<file path="src/rtl/cpu_datapath_pkg.sv">
// cpu_defs: encodings and instruction field positions shared by the lab CPU controller and datapath
package cpu_defs;
  localparam int DW = 16;
  localparam int NREG = 8;
  localparam int RW = 3;
  typedef enum logic [1:0] {ALU_ADD, ALU_SUB, ALU_AND, ALU_NOT} alu_op_t;
  typedef enum logic [1:0] {SH_PASS, SH_LSL, SH_LSR, SH_ASR} shift_t;
  typedef enum logic [1:0] {VS_C, VS_IMM8, VS_MDATA, VS_PC} vsel_t;
  localparam int NSEL_RN = 2;
  localparam int NSEL_RD = 1;
  localparam int NSEL_RM = 0;
  localparam int OP_HI = 12;
  localparam int OP_LO = 11;
  localparam int RN_HI = 10;
  localparam int RN_LO = 8;
  localparam int RD_HI = 7;
  localparam int RD_LO = 5;
  localparam int SH_HI = 4;
  localparam int SH_LO = 3;
  localparam int RM_HI = 2;
  localparam int RM_LO = 0;
  localparam int IMM8_HI = 7;
  localparam int IMM5_HI = 4;
  typedef struct packed {
    logic ok;
    logic [RW-1:0] idx;
  } reg_sel_t;
  // A malformed nsel reads R0 and must never write.
  function automatic reg_sel_t reg_sel(input logic [2:0] nsel, input logic [15:0] instr);
    logic ok;
    ok = $onehot(nsel);
    return '{ok: ok,
             idx: !ok ? RW'(0) : nsel[NSEL_RN] ? instr[RN_HI:RN_LO] :
                  nsel[NSEL_RD] ? instr[RD_HI:RD_LO] : instr[RM_HI:RM_LO]};
  endfunction
endpackage

</file>
<file path="src/rtl/cpu_datapath_regfile.sv">
// cpu_regfile: general register file, one combinational read port, one synchronous write port
module cpu_regfile #(
  parameter int DW = 16,
  parameter int NREG = 8,
  parameter int AW = $clog2(NREG)
) (
  input  logic          clk,
  input  logic          reset,
  input  logic          we,
  input  logic [AW-1:0] waddr,
  input  logic [DW-1:0] wdata,
  input  logic [AW-1:0] raddr,
  output logic [DW-1:0] rdata
);
  logic [DW-1:0] mem [NREG];
  always_ff @(posedge clk) begin
    if (reset) begin
      for (int i = 0; i < NREG; i++) mem[i] <= '0;
    end else if (we) begin
      mem[waddr] <= wdata;
    end
  end
  assign rdata = mem[raddr];
endmodule

</file>
<file path="src/rtl/cpu_datapath.sv">
// cpu_datapath: register file, operand registers, shifter, ALU, result register and status flags
module cpu_datapath import cpu_defs::*; #(
  parameter int DW = cpu_defs::DW,
  parameter int NREG = cpu_defs::NREG
) (
  input  logic          clk,
  input  logic          reset,
  input  logic [15:0]   instr,
  input  logic [2:0]    nsel,
  input  logic [1:0]    vsel,
  input  logic          write,
  input  logic          looada,
  input  logic          looadb,
  input  logic          looadc,
  input  logic          looads,
  input  logic          asel,
  input  logic          bsel,
  input  logic [DW-1:0] mdata,
  input  logic [7:0]    pc,
  output logic [DW-1:0] datapath_out,
  output logic          z_flag,
  output logic          n_flag,
  output logic          v_flag
);
  reg_sel_t sel;
  logic [DW-1:0] rdata, wdata, a, b, bsh, ain, bin, res, sximm8, sximm5;
  alu_op_t op;
  shift_t sh;
  logic ovf;
  logic unused_opcode;
  assign unused_opcode = ^instr[15:13];
  assign sel = reg_sel(nsel, instr);
  assign sximm8 = {{(DW-8){instr[IMM8_HI]}}, instr[IMM8_HI:0]};
  assign sximm5 = {{(DW-5){instr[IMM5_HI]}}, instr[IMM5_HI:0]};
  assign wdata = vsel == VS_C ? datapath_out : vsel == VS_IMM8 ? sximm8 :
                 vsel == VS_MDATA ? mdata : {{(DW-8){1'b0}}, pc};
  cpu_regfile #(.DW(DW), .NREG(NREG)) u_rf (
    .clk(clk), .reset(reset), .we(write && sel.ok), .waddr(sel.idx),
    .wdata(wdata), .raddr(sel.idx), .rdata(rdata)
  );
  assign sh = shift_t'(instr[SH_HI:SH_LO]);
  assign op = alu_op_t'(instr[OP_HI:OP_LO]);
  assign bsh = sh == SH_LSL ? {b[DW-2:0], 1'b0} : sh == SH_LSR ? {1'b0, b[DW-1:1]} :
               sh == SH_ASR ? {b[DW-1], b[DW-1:1]} : b;
  assign ain = asel ? '0 : a;
  assign bin = bsel ? sximm5 : bsh;
  assign res = op == ALU_ADD ? ain + bin : op == ALU_SUB ? ain - bin :
               op == ALU_AND ? ain & bin : ~bin;
  assign ovf = op == ALU_ADD ? (ain[DW-1] == bin[DW-1]) && (res[DW-1] != ain[DW-1]) :
               op == ALU_SUB ? (ain[DW-1] != bin[DW-1]) && (res[DW-1] != ain[DW-1]) : 1'b0;
  always_ff @(posedge clk) begin
    if (reset) begin
      a <= '0;
      b <= '0;
      datapath_out <= '0;
      {z_flag, n_flag, v_flag} <= '0;
    end else begin
      if (looada) a <= rdata;
      if (looadb) b <= rdata;
      if (looadc) datapath_out <= res;
      if (looads) {z_flag, n_flag, v_flag} <= {res == '0, res[DW-1], ovf};
    end
  end
endmodule

</file>
<file path="config.mk">
export PLATFORM = sky130hd
export DESIGN_NAME = cpu_datapath
export DESIGN_NICKNAME = d
export VERILOG_FILES = /design/src/rtl/cpu_datapath_pkg.sv /design/src/rtl/cpu_datapath_regfile.sv /design/src/rtl/cpu_datapath.sv
export SDC_FILE = /design/constraint.sdc
export NUM_CORES = 1
export LEC_CHECK = 0
export ABC_AREA = 0
export CORE_MARGIN = 2
export CORE_UTILIZATION = 45
export DETAILED_ROUTE_END_ITERATION = 10
export PLACE_DENSITY_LB_ADDON = 0.2
export SLEW_MARGIN = 10
export SYNTH_ARGS = -nofsm -noshare
export SYNTH_HDL_FRONTEND = slang
export SYNTH_SLANG_ARGS = --single-unit
</file>
<file path="constraint.sdc">
create_clock -name clk -period 8.4 [get_ports clk]
set_input_delay 1.68 -clock clk [delete_from_list [all_inputs] [get_ports clk]]
set_output_delay 1.68 -clock clk [all_outputs]
set_load 0.005 [all_outputs]
</file>
Yosys cells after proc, flatten, opt, wreduce, memory -nomap -nowiden
Memories as Yosys holds them, arrays and structs flattened.
Index checks and enable logic that the tools add are counted.
{ "op_classes": {"add_sub_neg": 4, "eq_ne": 11, "muxes": 24, "n_bitwise": 2, "n_reduce_logical": 7} }
{ "ops": {"columns": ["cell", "n"], "rows": [
  ["16-bit two-way mux", 11],
  ["16-bit adder", 1],
  ["16-bit AND", 1],
  ["16-bit zero test", 1],
  ["16-bit NOT", 1],
  ["16-bit OR reduction", 1],
  ["16-bit subtractor", 1],
  ["15-bit two-way mux", 1],
  ["3-bit two-way mux", 4],
  ["2-bit by 1-bit equality test with 1-bit output (second input constant)", 4],
  ["2-bit equality test (second input constant)", 4],
  ["1-bit two-way mux", 8],
  ["2-bit zero test", 2],
  ["1-bit logical AND", 3],
  ["1-bit by 1-bit adder with 2-bit output", 1],
  ["2-bit by 1-bit adder with 2-bit output", 1],
  ["1-bit != test", 2],
  ["1-bit equality test", 1]
]} }
{ "totals": {"ff_bits": 51, "ram_bits": 128, "input_bits": 54, "out_inout_bits": 19, "elab_cells": 55, "n_memories": 1} }
{ "mem_list": {"columns": ["memory", "depth", "width", "read_ports", "rd_clocked_by_memory_dff", "write_ports", "line_no", "text"], "rows": [
  ["u_rf.mem", 8, 16, 1, 0, 8, "cpu_datapath_regfile.sv:15", "logic [DW-1:0] mem [NREG];"]
]} }

Depth between registers and ports, before layout
{ "logic_depth": {"depth_word": 13, "ltp_mapped": 15, "ltp_nobuf": 14} }

Cells and area by module
Synthesis repeated with hierarchy kept, for this count alone.
{ "hier_totals": {"hier_cells": 978, "hier_area_um2": 10547.6} }
{ "by_module_without_submodules": {"columns": ["module", "n_inst", "cells_each", "area_each_um2", "seq_area_each_um2"], "rows": [
  ["cpu_regfile", 1, 373, 5864.4, 3843.7],
  ["cpu_datapath", 1, 605, 4683.2, 1021.0]
]} }

Worst setup path after synthesis
No wires, ideal clock.
{ "synth_path": {"kind": "input to register", "startpoint": "input port instr[3]", "endpoint": "register z_flag", "setup_time_ns": 0.084, "arrival_ns": 4.579, "t_required_ns": 8.316, "path_slack_ns": 3.736, "path_stages": 15, "n_path_buf": 3, "path_cell_list": "buf_4 > buf_2 > nand3b_1 > o41ai_1 > or2_2 > ha_1 > buf_6 > and2b_4 > a311o_1 > and2_4 > or3_1 > a31oi_1 > and4_1 > nand4_1 > o31ai_2"} }
{ "synth_between": {"elab_chain_len": 10, "elab_cells_between_ends": 15, "cone_classes": "add/sub: 2; eq/ne: 3; mux: 7; bitwise: 2; reduce/logical: 1"} }
{ "synth_lines": {"columns": ["element", "line_no", "text"], "rows": [
  ["start, declared", "cpu_datapath.sv:8", "input logic [15:0] instr,"],
  ["2-bit equality test", "cpu_datapath.sv:44", "sh == SH_ASR ? {b[DW-1], b[DW-1:1]} : b;"],
  ["15-bit two-way mux", "cpu_datapath.sv:44", null],
  ["16-bit two-way mux (2 in series)", "cpu_datapath.sv:43", "assign bsh = sh == SH_LSL ? {b[DW-2:0], 1'b0} : sh == SH_LSR ? {1'b0, b[DW-1:1]} :"],
  ["16-bit two-way mux (*)", "cpu_datapath.sv:46", "assign bin = bsel ? sximm5 : bsh;"],
  ["parallel branches: the longest is 3 deep, another holds 16-bit subtractor", null, null],
  ["16-bit two-way mux (*)", "cpu_datapath.sv:47", "assign res = op == ALU_ADD ? ain + bin : op == ALU_SUB ? ain - bin :"],
  ["16-bit zero test (*)", "cpu_datapath.sv:61", "if (looads) {z_flag, n_flag, v_flag} <= {res == '0, res[DW-1], ovf};"],
  ["end signal, assigned", "cpu_datapath.sv:61", null],
  ["end, declared", "cpu_datapath.sv:21", "output logic z_flag,"]
]} }
Every way passes the cells marked *.
A chain may end at the register's enable or synchronous reset.

Final worst setup path
Ends and elaborated chain as after synthesis.

==> reports/metrics.csv <==
metric,value,unit
start_kind,input pin,
firstDrtPassIters,5,
dp.cells,1520,
setup_viol_count_final,0,
final-hold-violation-count,0,
wire_per_inst,19.76,µm
fp.dieArea,24930,µm²
avgSynthCellArea,8.824,µm²
crit_path_end_kind,flop,
worstHoldEndpoint,v_flag,
grt_max_degree,62,
slowest_stage,clkdlybuf4s50_1,
synth-warning-count,0,
gp_congestion,0.8815,
ctsResizeCount,0,
slew_violations,0,
insertion_delay,0.44,ns
io_pins,73,
synthArstFlopShare,0,%
slowest_delay,1.18,ns
r2r_slack,4.62,ns
max_slew.worst_pin.slew,1.145,ns
synth_nets,1296,
cp.required,8.74,ns
hold_path.startpoint,v_flag,
die_h,157.9,µm
relSlewSlack,23.41,%
path_class,input pin to flop,
fin_nets,1308,
drc_errors,0,
antenna_found_initial,0,
stdcell_count,1552,
grt_pass1_vias,8323,
max_freq,0.1700,GHz
period_minus_slack,5.881,ns
worst_slack,2.519,ns
std_cell_rows,56,
p_leak,0.004467,µW
ys_types,84,
hp-class,flop to flop,
p_per_area,188.3,nW/µm²
period_share,70.01,%
timing.rr.end,z_flag,
synth_edf_count,128,
die_x,157.9,µm
max-vdd-ir-drop,190.2,µV
cts_buffers,17,
root_buffer,clkbuf_16,
avgViaCountPerCell,5.776,
synth.yosys.seq_area_share,45.64,%
final_util,51.43,%
rsz0062_at_grt,false,
maxCapViolations,0,
status,finished clean,
io_buffers,69,
clock-sinks,179,
drive_gt1_share,6.164,%
most-common-layout-cells,"221 x nor2_1, 169 x nand2_1, 128 x edfxtp_1",
drtAntennaViolNets,0,
post-cts-setup-buffers,0,
fp.coreArea,23330,µm²
min_path_cells,2,
post-dp-hpwl,21570,µm
r2r-start,b[0],
fin_total_pwr,2259,µW
antennaDiodeCount,0,
crit_path_cell_trace,"clkdlybuf4s50_1, mux2_2, o221a_2, fa_1, a211oi_2, nor3_1, or3b_1, a211o_2, nor4_1, and4_1, nand4_1, o31ai_2",
cp_max_fo,21,
fin_tns_setup,0,ns
fill_cells,2182,
vias,8965,
first_iter_violations,902,
clock_skew,0.01470,ns
grt_pass1_wl,47300,µm
rr_worst_depth,13,
area_growth,12.58,%
grtUsageTotal,24.95,%
clk_pin_slew_worst_paths,0.07,ns
ys_dominant_reg_cell,edfxtp_1,
holdBufCountCts,0,
initial_utilization,45.68,%
clockBufferDepth,2,
synthCells,1208,
ys_ff_latch,179,
place_ws,2.053,ns
routed_wl,30680,µm
synth_area,10660,µm²
cts_tree,yes,
htree_levels,4,
layout_commonest_cell,nor2_1,
overflow,0,
worstPathArrival,6.22,ns
## routing by layer
| metal | part of all wire [%] | GRT usage (%) | up-vias | wire length (µm) |
|---|---|---|---|---|
| met1 | 45 | 34.90 | 4286 | 13750 |
| li1 | - | - | 4352 | - |
| met4 | 2.5 | 7.965 | 0 | 771 |
| met3 | 5.7 | 2.929 | 38 | 1763 |
| met2 | 47 | 40.50 | 289 | 14390 |
| met5 | 0 | 0 | - | 0 |
## final cells by class
cell class	instances	area, µm²	area share [%]
Clock buffer	17	425.4	3.545
Clock inverter	15	151.4	1.262
Sequential cell	179	4865	40.54
Timing Repair Buffer	77	745.7	6.214
Multi-Input combinational cell	902	5253	43.77
Inverter	43	161.4	1.345
Tap cell	319	399.1	3.326
## cell families after synthesis
family	after synthesis	share of synthesized area, %
simple gates	564	23.59
flops	179	45.64
xor+xnor	5	0.4108
buf+inv	127	5.118
mux	42	4.085
compound gates	257	16.95
fa+ha+maj	34	4.202
## worst max path at each step
stage                            to  startpoint  depth (start not counted)  slack, ns
finish                       z_flag    instr[3]                         12       2.52
global route        u_rf.mem[5][12]     nsel[1]                          7       2.16
CTS                 u_rf.mem[5][12]     nsel[1]                          7       2.48
detailed placement  u_rf.mem[5][13]     nsel[1]                          7       2.05
global placement    u_rf.mem[5][13]     nsel[1]                          7       2.09
floorplan                    z_flag    instr[3]                         15       3.74
## flip-flops by register name (all words and copies together), names as in the netlist
register / count
n_flag: 1
u_rf.mem: 128
datapath_out: 16
z_flag: 1
a: 16
v_flag: 1
b: 16
## report_power, final
part | internal, µW | total (µW) | switching, µW
Clock | 398 | 783 | 384
Sequential | 992 | 1020 | 26.9
Combinational | 169 | 458 | 289
Total | 1560 | 2260 | 700
## synthesized netlist by cell type, drive strengths merged, types with 3 or more instances
| master | n | area (µm²) |
|---|---|---|
| nor2 | 221 | 829.6 |
| nand2 | 170 | 638.1 |
| edfxtp | 128 | 3844 |
| clkbuf | 62 | 272.8 |
| a211oi | 52 | 400.4 |
| dfxtp | 51 | 1021 |
| nand3 | 46 | 230.2 |
| o21ai | 45 | 225.2 |
| inv | 42 | 157.7 |
| a21oi | 40 | 200.2 |
| ha | 31 | 387.9 |
| mux2i | 30 | 300.3 |
| nor2b | 29 | 181.4 |
| a311oi | 25 | 219.0 |
| a31oi | 24 | 150.1 |
| buf | 22 | 111.4 |
| nand2b | 21 | 131.4 |
| and3 | 20 | 126.4 |
| nor3 | 14 | 70.07 |
| mux2 | 12 | 135.1 |
| a21o | 7 | 53.80 |
| nand4 | 7 | 43.79 |
| o211ai | 6 | 45.04 |
| o22ai | 6 | 37.54 |
| or2 | 6 | 40.04 |
| and2 | 5 | 33.78 |
| nand3b | 5 | 37.54 |
| a221oi | 4 | 35.03 |
| nor4 | 4 | 25.02 |
| o21a | 4 | 30.03 |
| o221ai | 4 | 41.29 |
| xnor2 | 4 | 35.03 |
| a211o | 3 | 27.53 |
| fa | 3 | 60.06 |
| o2111ai | 3 | 26.28 |
| o211a | 3 | 30.03 |
| o311ai | 3 | 26.28 |
| o31a | 3 | 26.28 |
| o31ai | 3 | 27.52 |
| or3 | 3 | 18.77 |
| or4 | 3 | 22.52 |
## worst max-delay path: cells and delay by family
family / cells / cell delay [ns]
AOI/OAI and AO/OA: 4 / 1.10
adders and majority gates: 1 / 0.47
buffers and inverters: 1 / 1.18
and+or+nand+nor: 5 / 1.37
muxes: 1 / 0.41
## metrics by stage
stage               hold slack [ns]  cell area (µm²)
global route                 0.5012            12000
detailed placement           0.4544            11420
CTS                          0.4663            12000
finish                       0.4629            12000
global placement             0.4563            11420
floorplan                    0.4495            10660
(Power assumes the default switching activity.)
